[config.mk]
export PLATFORM = sky130hd
export DESIGN_NAME = zero_run_detector
export DESIGN_NICKNAME = d
export VERILOG_FILES = /design/src/rtl/zero_run_detector.sv
export SDC_FILE = /design/constraint.sdc
export NUM_CORES = 1
export LEC_CHECK = 0
export ABC_AREA = 1
export BUFFER_PORTS_ARGS = -buffer_cell sky130_fd_sc_hd__buf_2
export CORE_MARGIN = 2
export CORE_UTILIZATION = 40
export DETAILED_ROUTE_END_ITERATION = 8
export PLACE_DENSITY_LB_ADDON = 0.12
export SYNTH_ARGS = -nofsm -noshare
export SYNTH_HDL_FRONTEND = slang
export SYNTH_SLANG_ARGS = --single-unit
[constraint.sdc]
create_clock -name clk -period 1.2 [get_ports clk]
set_clock_uncertainty 0.05 [all_clocks]
set_input_delay 0.36 -clock clk [delete_from_list [all_inputs] [get_ports clk]]
set_output_delay 0.36 -clock clk [all_outputs]
set_load 0.03 [all_outputs]
[src/rtl/zero_run_detector.sv]
// zero_run_detector: multichannel silence detector for the MSDAP input path.
// A frame (one enable strobe) is quiet when every channel sits inside the
// signed window [-ZERO_THRESH, ZERO_THRESH]. ZERO_LIMIT consecutive quiet
// frames move the detector from ACTIVE to SLEEP. The first non-quiet frame
// moves it back. Both transitions are flagged with one-cycle pulses.
// Optional feature macro: ZDET_PER_CH_EN adds per-channel run counters that
// drive ch_zero. When the macro is undefined, ch_zero is tied low.

// Per-lane signed window test. The sample is sign-extended by one bit so that
// -ZERO_THRESH is always representable. -2^(DATA_W-1) falls below any legal
// window, so it is never quiet.
module zrd_quiet #(
  parameter int DATA_W      = 16,
  parameter int ZERO_THRESH = 0
) (
  input  logic [DATA_W-1:0] sample,
  output logic              quiet
);
  localparam logic signed [DATA_W:0] THR = (DATA_W+1)'(ZERO_THRESH);

  logic signed [DATA_W:0] x;

  assign x     = {sample[DATA_W-1], sample};
  assign quiet = (x >= -THR) && (x <= THR);
endmodule

module zero_run_detector #(
  parameter int NUM_CH      = 2,
  parameter int DATA_W      = 16,
  parameter int ZERO_LIMIT  = 800,
  parameter int ZERO_THRESH = 0
) (
  input  logic                              clk,
  input  logic                              rst_n,
  input  logic                              clear,
  input  logic                              enable,
  input  logic [NUM_CH*DATA_W-1:0]          data,
  output logic                              all_zeros,
  output logic                              sleep_pulse,
  output logic                              wake_pulse,
  output logic [NUM_CH-1:0]                 ch_zero,
  output logic [$clog2(ZERO_LIMIT+1)-1:0]   zero_count
);
  localparam int             CW     = $clog2(ZERO_LIMIT+1);
  localparam logic [CW-1:0]  LIM    = CW'(ZERO_LIMIT);
  localparam logic [CW-1:0]  LIM_M1 = CW'(ZERO_LIMIT-1);

  typedef enum logic {ACTIVE = 1'b0, SLEEP = 1'b1} state_t;

  state_t              state;
  logic [NUM_CH-1:0]   ch_quiet;
  logic                frame_quiet;

  // One window comparator per channel
  for (genvar c = 0; c < NUM_CH; c++) begin : g_lane
    zrd_quiet #(.DATA_W(DATA_W), .ZERO_THRESH(ZERO_THRESH)) u_quiet (
      .sample (data[c*DATA_W +: DATA_W]),
      .quiet  (ch_quiet[c])
    );
  end

  assign frame_quiet = &ch_quiet;

  // Global ACTIVE/SLEEP machine. The pulses self-clear every cycle. clear wins
  // over a simultaneous strobe and never produces a pulse.
  always_ff @(posedge clk or negedge rst_n) begin
    if (!rst_n) begin
      state       <= ACTIVE;
      zero_count  <= '0;
      all_zeros   <= 1'b0;
      sleep_pulse <= 1'b0;
      wake_pulse  <= 1'b0;
    end else begin
      sleep_pulse <= 1'b0;
      wake_pulse  <= 1'b0;
      if (clear) begin
        state      <= ACTIVE;
        zero_count <= '0;
        all_zeros  <= 1'b0;
      end else if (enable) begin
        case (state)
          ACTIVE: begin
            if (!frame_quiet) begin
              zero_count <= '0;
            end else if (zero_count == LIM_M1) begin
              state       <= SLEEP;
              zero_count  <= LIM;
              all_zeros   <= 1'b1;
              sleep_pulse <= 1'b1;
            end else begin
              zero_count <= zero_count + CW'(1);
            end
          end
          SLEEP: begin
            // Quiet frames leave the saturated count alone. The waking frame
            // is itself not counted.
            if (!frame_quiet) begin
              state      <= ACTIVE;
              zero_count <= '0;
              all_zeros  <= 1'b0;
              wake_pulse <= 1'b1;
            end
          end
          default: state <= ACTIVE;
        endcase
      end
    end
  end

`ifdef ZDET_PER_CH_EN
  // Independent saturating run counter per channel. These do not feed back
  // into the global FSM.
  for (genvar c = 0; c < NUM_CH; c++) begin : g_pc
    logic [CW-1:0] ch_cnt;
    logic          ch_flag;

    // Count this channel's quiet run. The flag rises when the run reaches the
    // limit and drops on the first loud sample.
    always_ff @(posedge clk or negedge rst_n) begin
      if (!rst_n) begin
        ch_cnt  <= '0;
        ch_flag <= 1'b0;
      end else if (clear) begin
        ch_cnt  <= '0;
        ch_flag <= 1'b0;
      end else if (enable) begin
        if (ch_quiet[c]) begin
          if (ch_cnt != LIM)    ch_cnt  <= ch_cnt + CW'(1);
          if (ch_cnt == LIM_M1) ch_flag <= 1'b1;
        end else begin
          ch_cnt  <= '0;
          ch_flag <= 1'b0;
        end
      end
    end

    assign ch_zero[c] = ch_flag;
  end
`else
  assign ch_zero = '0;
`endif

endmodule

Word-level counts from Yosys, hierarchy flattened
Cells that the tools add are included.
- output and inout bits: 15
- register bits: 14
- logic and storage cells: 46
- magnitude comparators: 4
- reductions and logical operators: 6
- eq/ne operators: 4
- add/subtract/negate cells: 1
- bitwise logic cells: 1
- mux-type cells: 25
- operators by type and width (cell ; number):
    $mux W10 ; 5
    $ge A16 B1 Y1 const B ; 2
    $le A16 B1 Y1 const B ; 2
    $pmux W10 S2 ; 1
    $mux W1 ; 17
    $add A10 B1 Y10 const B ; 1
    $eq A10 B10 Y1 const B ; 1
    $ne A3 B3 Y1 const B ; 3
    $pmux W1 S2 ; 2
    $reduce_and A2 Y1 ; 2
    $reduce_and A4 Y1 ; 1
    $logic_and A1 B1 Y1 ; 2
    $reduce_bool A2 Y1 ; 1
    $not A1 Y1 ; 1

Depth between registers and ports, before layout
- word-level depth: 7
- depth in mapped cells: 10

Cells and area by module
From an unflattened synthesis, not the netlist that was laid out.
- cell total of the unflattened synthesis: 167
- area total of the unflattened synthesis: 1083.5 um2
- by module, submodules not included (module ; seq. area each (um2) ; times used ; cells an instance ; area an instance (um2)):
    zero_run_detector ; 350.3 ; 1 ; 113 ; 875.8
    zrd_quiet ; 0.0 ; 2 ; 27 ; 103.8

Worst setup path after synthesis
Ideal clock, no wire load.
- path type: flip-flop to flip-flop
- start: reg zero_count[0]
- end: reg all_zeros
- slack: -0.388 ns
- required time: 1.085 ns
- path buffers: 0
- library setup time: 0.065 ns
- arrival: 1.473 ns
- stages on the path, launching flop included: 8
- path through: dfrtp_1 -> ha_1 -> nand4_1 -> nor2_1 -> inv_1 -> nor2_1 -> nand2_1 -> nand2_1
- word-level cells in the longest chain between the ends: 3
- RTL lines (what ; line ; source):
    start: declaration ; 42 ; output logic [$clog2(ZERO_LIMIT+1)-1:0] zero_count
    start signal: assignment ; 91 ; zero_count <= zero_count + CW'(1);
    $eq A10 B10 Y1 ; 85 ; end else if (zero_count == LIM_M1) begin
    $ne A3 B3 Y1 (no source line) ; - ;
    $reduce_and A4 Y1 (no source line) ; - ;
    end signal: assignment ; 79 ; all_zeros <= 1'b0;
    end signal: assignment ; 88 ; all_zeros <= 1'b1;
    end signal: assignment ; 100 ; all_zeros <= 1'b0;
    end: declaration ; 38 ; output logic all_zeros,
No other way between the ends.
A chain may end at the register's enable or synchronous reset.

Final worst setup path
- start: reg zero_count[1]
- end: out zero_count[1]
No word-level cell between the ends.

==> results list <==
* Result of the run: finished, violations left
- Violated checks: negative setup slack
- Clock sink count: 14
- The synthesized netlist devotes 4.07% of its cell area to compound gates.
* Number of distinct standard cells referenced by the synthesized netlist: 20
- Max capacitance violation total: 0
- Critical path, cell by cell: buf_6, buf_6
* Final critical-path share of the clock period: 118%
- Clock latency on the worst-skew pair: 0.29 ns
- Largest net degree at the start of global routing: 19
* # fillers: 166
* Overall fraction of global-route tracks in use: 25.4%
- Dividing total power by cell area gives a power density of 553 mW/mm^2.
* Maximum vdd ir drop: 0.769 mV
- Leaving out fill and tap cells, the most frequent cells in the layout are nand2_1, buf_2, buf_6, buf_4, nor2_1.
* Synthesized-area fraction occupied by and/or/nand/nor cells: 46.7%
* Hold Path Sink: wake_pulse
- Die W: 53.6 um
* Root buffer selected by CTS: clkbuf_4
- Capturing element type of the critical path: primary output
- The analysis attributes to cell leakage a power of 0.000921 uW.
- Data required time of the worst path: 0.79 ns
* Wire length of the first global-routing pass: 5.31 mm
- After the first detailed-routing iteration, the DRC count stood at 18.
* Area growth from synthesis to layout: 83.3%
- Final routed wirelength across all metal layers: 3.16 mm
- Drt wl/cell: 12.1 um
* Post-synth design cell area: 983 um^2
* Number of buffers inserted by port buffering: 48
* Worst reg2reg setup slack: -0.21 ns
- Layout cell share with drive strength beyond 1: 54.1%
- TritonCTS clock tree: yes
- The worst hold path begins at clear.
* Synthesized area per cell: 6.43 um^2
- After synthesis the netlist holds a flip-flop and latch count of 14.
- Portion of the post-synthesis area used by sequential elements: 35.6%
* Highest Clock Rate: 708 MHz
- Before CTS, the worst setup slack after placement is -0.347 ns.
* Commonest non-fill, non-tap cell in the layout: nand2_1
- Design Area, Final: 0.00180 mm^2
- After detailed routing, the number of vias per cell comes to 4.78.
- H-tree depth: 1
- Number of warnings reported in the yosys synthesis log: 0
- Arrival @ worst endpoint: 1.00 ns
- The repair_antennas step left the layout with diodes totalling 0.
- Largest stage delay, worst path: 0.45 ns
- IO Pins: 51
- Total congestion overflow: 0
* Clock-pin slew of the registers on the worst-case setup and hold paths: 0.09 ns
* Vias after detailed routing: 1,247
- R2r startpoint: zero_count[1]
* Instance count along the most critical hold path: 2
- Among all stages on the critical path, the largest delay is contributed by dfrtp_2.
- In the routed design, unresolved DRC markers number 0.
* Dominant combinational cell family by area after synthesis: simple AND/OR/NAND/NOR gates
- The smallest clock period supported by the final layout is computed as 1.41 ns.
* Post-route ant nets: 0
- Effective utilization at floorplan: 43.2%
* Critical register-to-register path endpoint: zero_count[8]
* Synthesized instance count: 153
* Post-layout worst setup margin: -0.212 ns
- The worst setup path is launched from a flip-flop.
- After synthesis, the share of cell area in mux cells is 0%.
- Design Power: 996 uW
- Maximum count of clock buffers along a single path: 2
* Xor and xnor fraction of the mapped netlist area: 2.67%
- The worst hold path belongs to the class input pin to flip-flop.
- Across all hold checks on the routed design, the worst slack comes to 0.210 ns.
- Number of global-route vias before repair: 1,316
* Max Transition Viols Final: 0
- First drt pass iteration count: 4
- After Yosys synthesis, full adders, half adders and majority gates account for 1.27% of the synthesized area.
- TritonCTS buffer count: 3
* Overall die area: 0.00287 mm^2
- Row generation in the floorplan step produced 17 rows.
* Setup repair after global routing missed its margin: yes
* Most common cell type on the critical path: buf_6
- Die Span Y: 53.6 um
* Initial antenna violation count: 0
- Final hold violations: 0
- In the final design database the tool counted 271 nets.
- Number of setup violations in the final report: 26
- Placeable core area: 0.00228 mm^2
- Final Util: 79.2%
* Biggest fanout along the worst timing path: 3
- In this run the cell area measured after placement is 0.00140 mm^2.
- Cells on worst reg2reg path: 8
- Detailed placement finished with a half-perimeter wire length of 2.06 mm.
- By startpoint and endpoint, the worst setup path is classified as flip-flop to primary output.
- At the end of routability-driven placement, the weighted congestion stood at 0.840.
==> layer usage <==
layer / vias to the layer above / part of all wire (%) / global-route usage (%)
li1: 641 / - / -
met2: 25 / 56 / 49.0
met5: - / 0 / 0
met3: 9 / 3.8 / 6.94
met1: 572 / 39 / 27.2
met4: 0 / 1.4 / 5.56
==> area by class of cell <==
| type | count | area [um^2] | area share, % |
|---|---|---|---|
| clock buffers | 4 | 36.3 | 2.01 |
| inverters | 15 | 56.3 | 3.12 |
| repair buffers | 79 | 621 | 34.4 |
| flip-flops and latches | 14 | 358 | 19.8 |
| multi-input cells | 121 | 697 | 38.7 |
| well taps | 28 | 35.0 | 1.94 |
==> state kept, by name, indices dropped and copies added, names as in the netlist <==
signal       count
state            1
sleep_pulse      1
wake_pulse       1
all_zeros        1
zero_count      10
==> synth_stat cells <==
| library cell | n | area share (%) |
|---|---|---|
| nand2_1 | 50 | 19 |
| nor2_1 | 38 | 15 |
| dfrtp_1 | 14 | 36 |
| inv_1 | 14 | 5.3 |
| nand4_1 | 9 | 5.7 |
| o21ai_0 | 8 | 4.1 |
| nand3_1 | 4 | 2.0 |
| buf_4 | 2 | 1.5 |
| nand2_4 | 2 | 2.3 |
| xor2_1 | 2 | 1.8 |
| buf_2 | 1 | 0.51 |
| buf_8 | 1 | 1.5 |
| clkinv_1 | 1 | 0.38 |
| conb_1 | 1 | 0.38 |
| ha_1 | 1 | 1.3 |
| nand3b_1 | 1 | 0.76 |
| nor2_4 | 1 | 1.1 |
| nor3_1 | 1 | 0.51 |
| nor4_1 | 1 | 0.64 |
| xnor2_1 | 1 | 0.89 |
==> metrics by stage <==
| stage | setup TNS [ns] | cells |
|---|---|---|
| 6_report | -3.33 | 261 |
| 5_1_grt | -4.48 | 261 |
| 4_1_cts | -2.83 | 260 |
| 3_5_place_dp | -4.15 | 243 |
| 3_3_place_gp | -3.74 | 243 |
| 2_1_floorplan | -2.30 | 154 |
==> where the power goes <==
group | internal, uW | leakage (uW) | switching, uW
combinational | 73.5 | 0.000716 | 84.9
clock | 185 | 0.0000210 | 177
sequential | 474 | 0.000185 | 2.08
total | 732 | 0.000921 | 264
==> critical path, delay by kind of cell, from the launching register on <==
kind	cells	cell delay, ns
flops	1	0.45
buf+inv	2	0.25
==> worst max path at each step <==
stage,from,to,slack (ns),cells past startpoint
floorplan,data[0],zero_count[3],-0.20,10
global placement,data[0],zero_count[1],-0.31,9
detailed placement,data[0],zero_count[2],-0.35,9
CTS,zero_count[0],zero_count[0],-0.20,2
global route,zero_count[1],zero_count[8],-0.25,8
finish,zero_count[1],zero_count[1],-0.21,2
==> cells by family after synthesis <==
family | after synthesis
compound gates | 8
xor+xnor | 3
fa+ha+maj | 1
buf+inv | 19
flops | 14
other cells | 1
simple gates | 107
==> repair_timing <==
item,CTS,global route
setup endpoints to repair,26,26
setup buffers,12,2
hold buffers,1,0
pin swaps,35,23
endpoints found under the hold margin,14,0
resized for setup,64,22
Note: power is estimated with default switching activity, not from simulation.
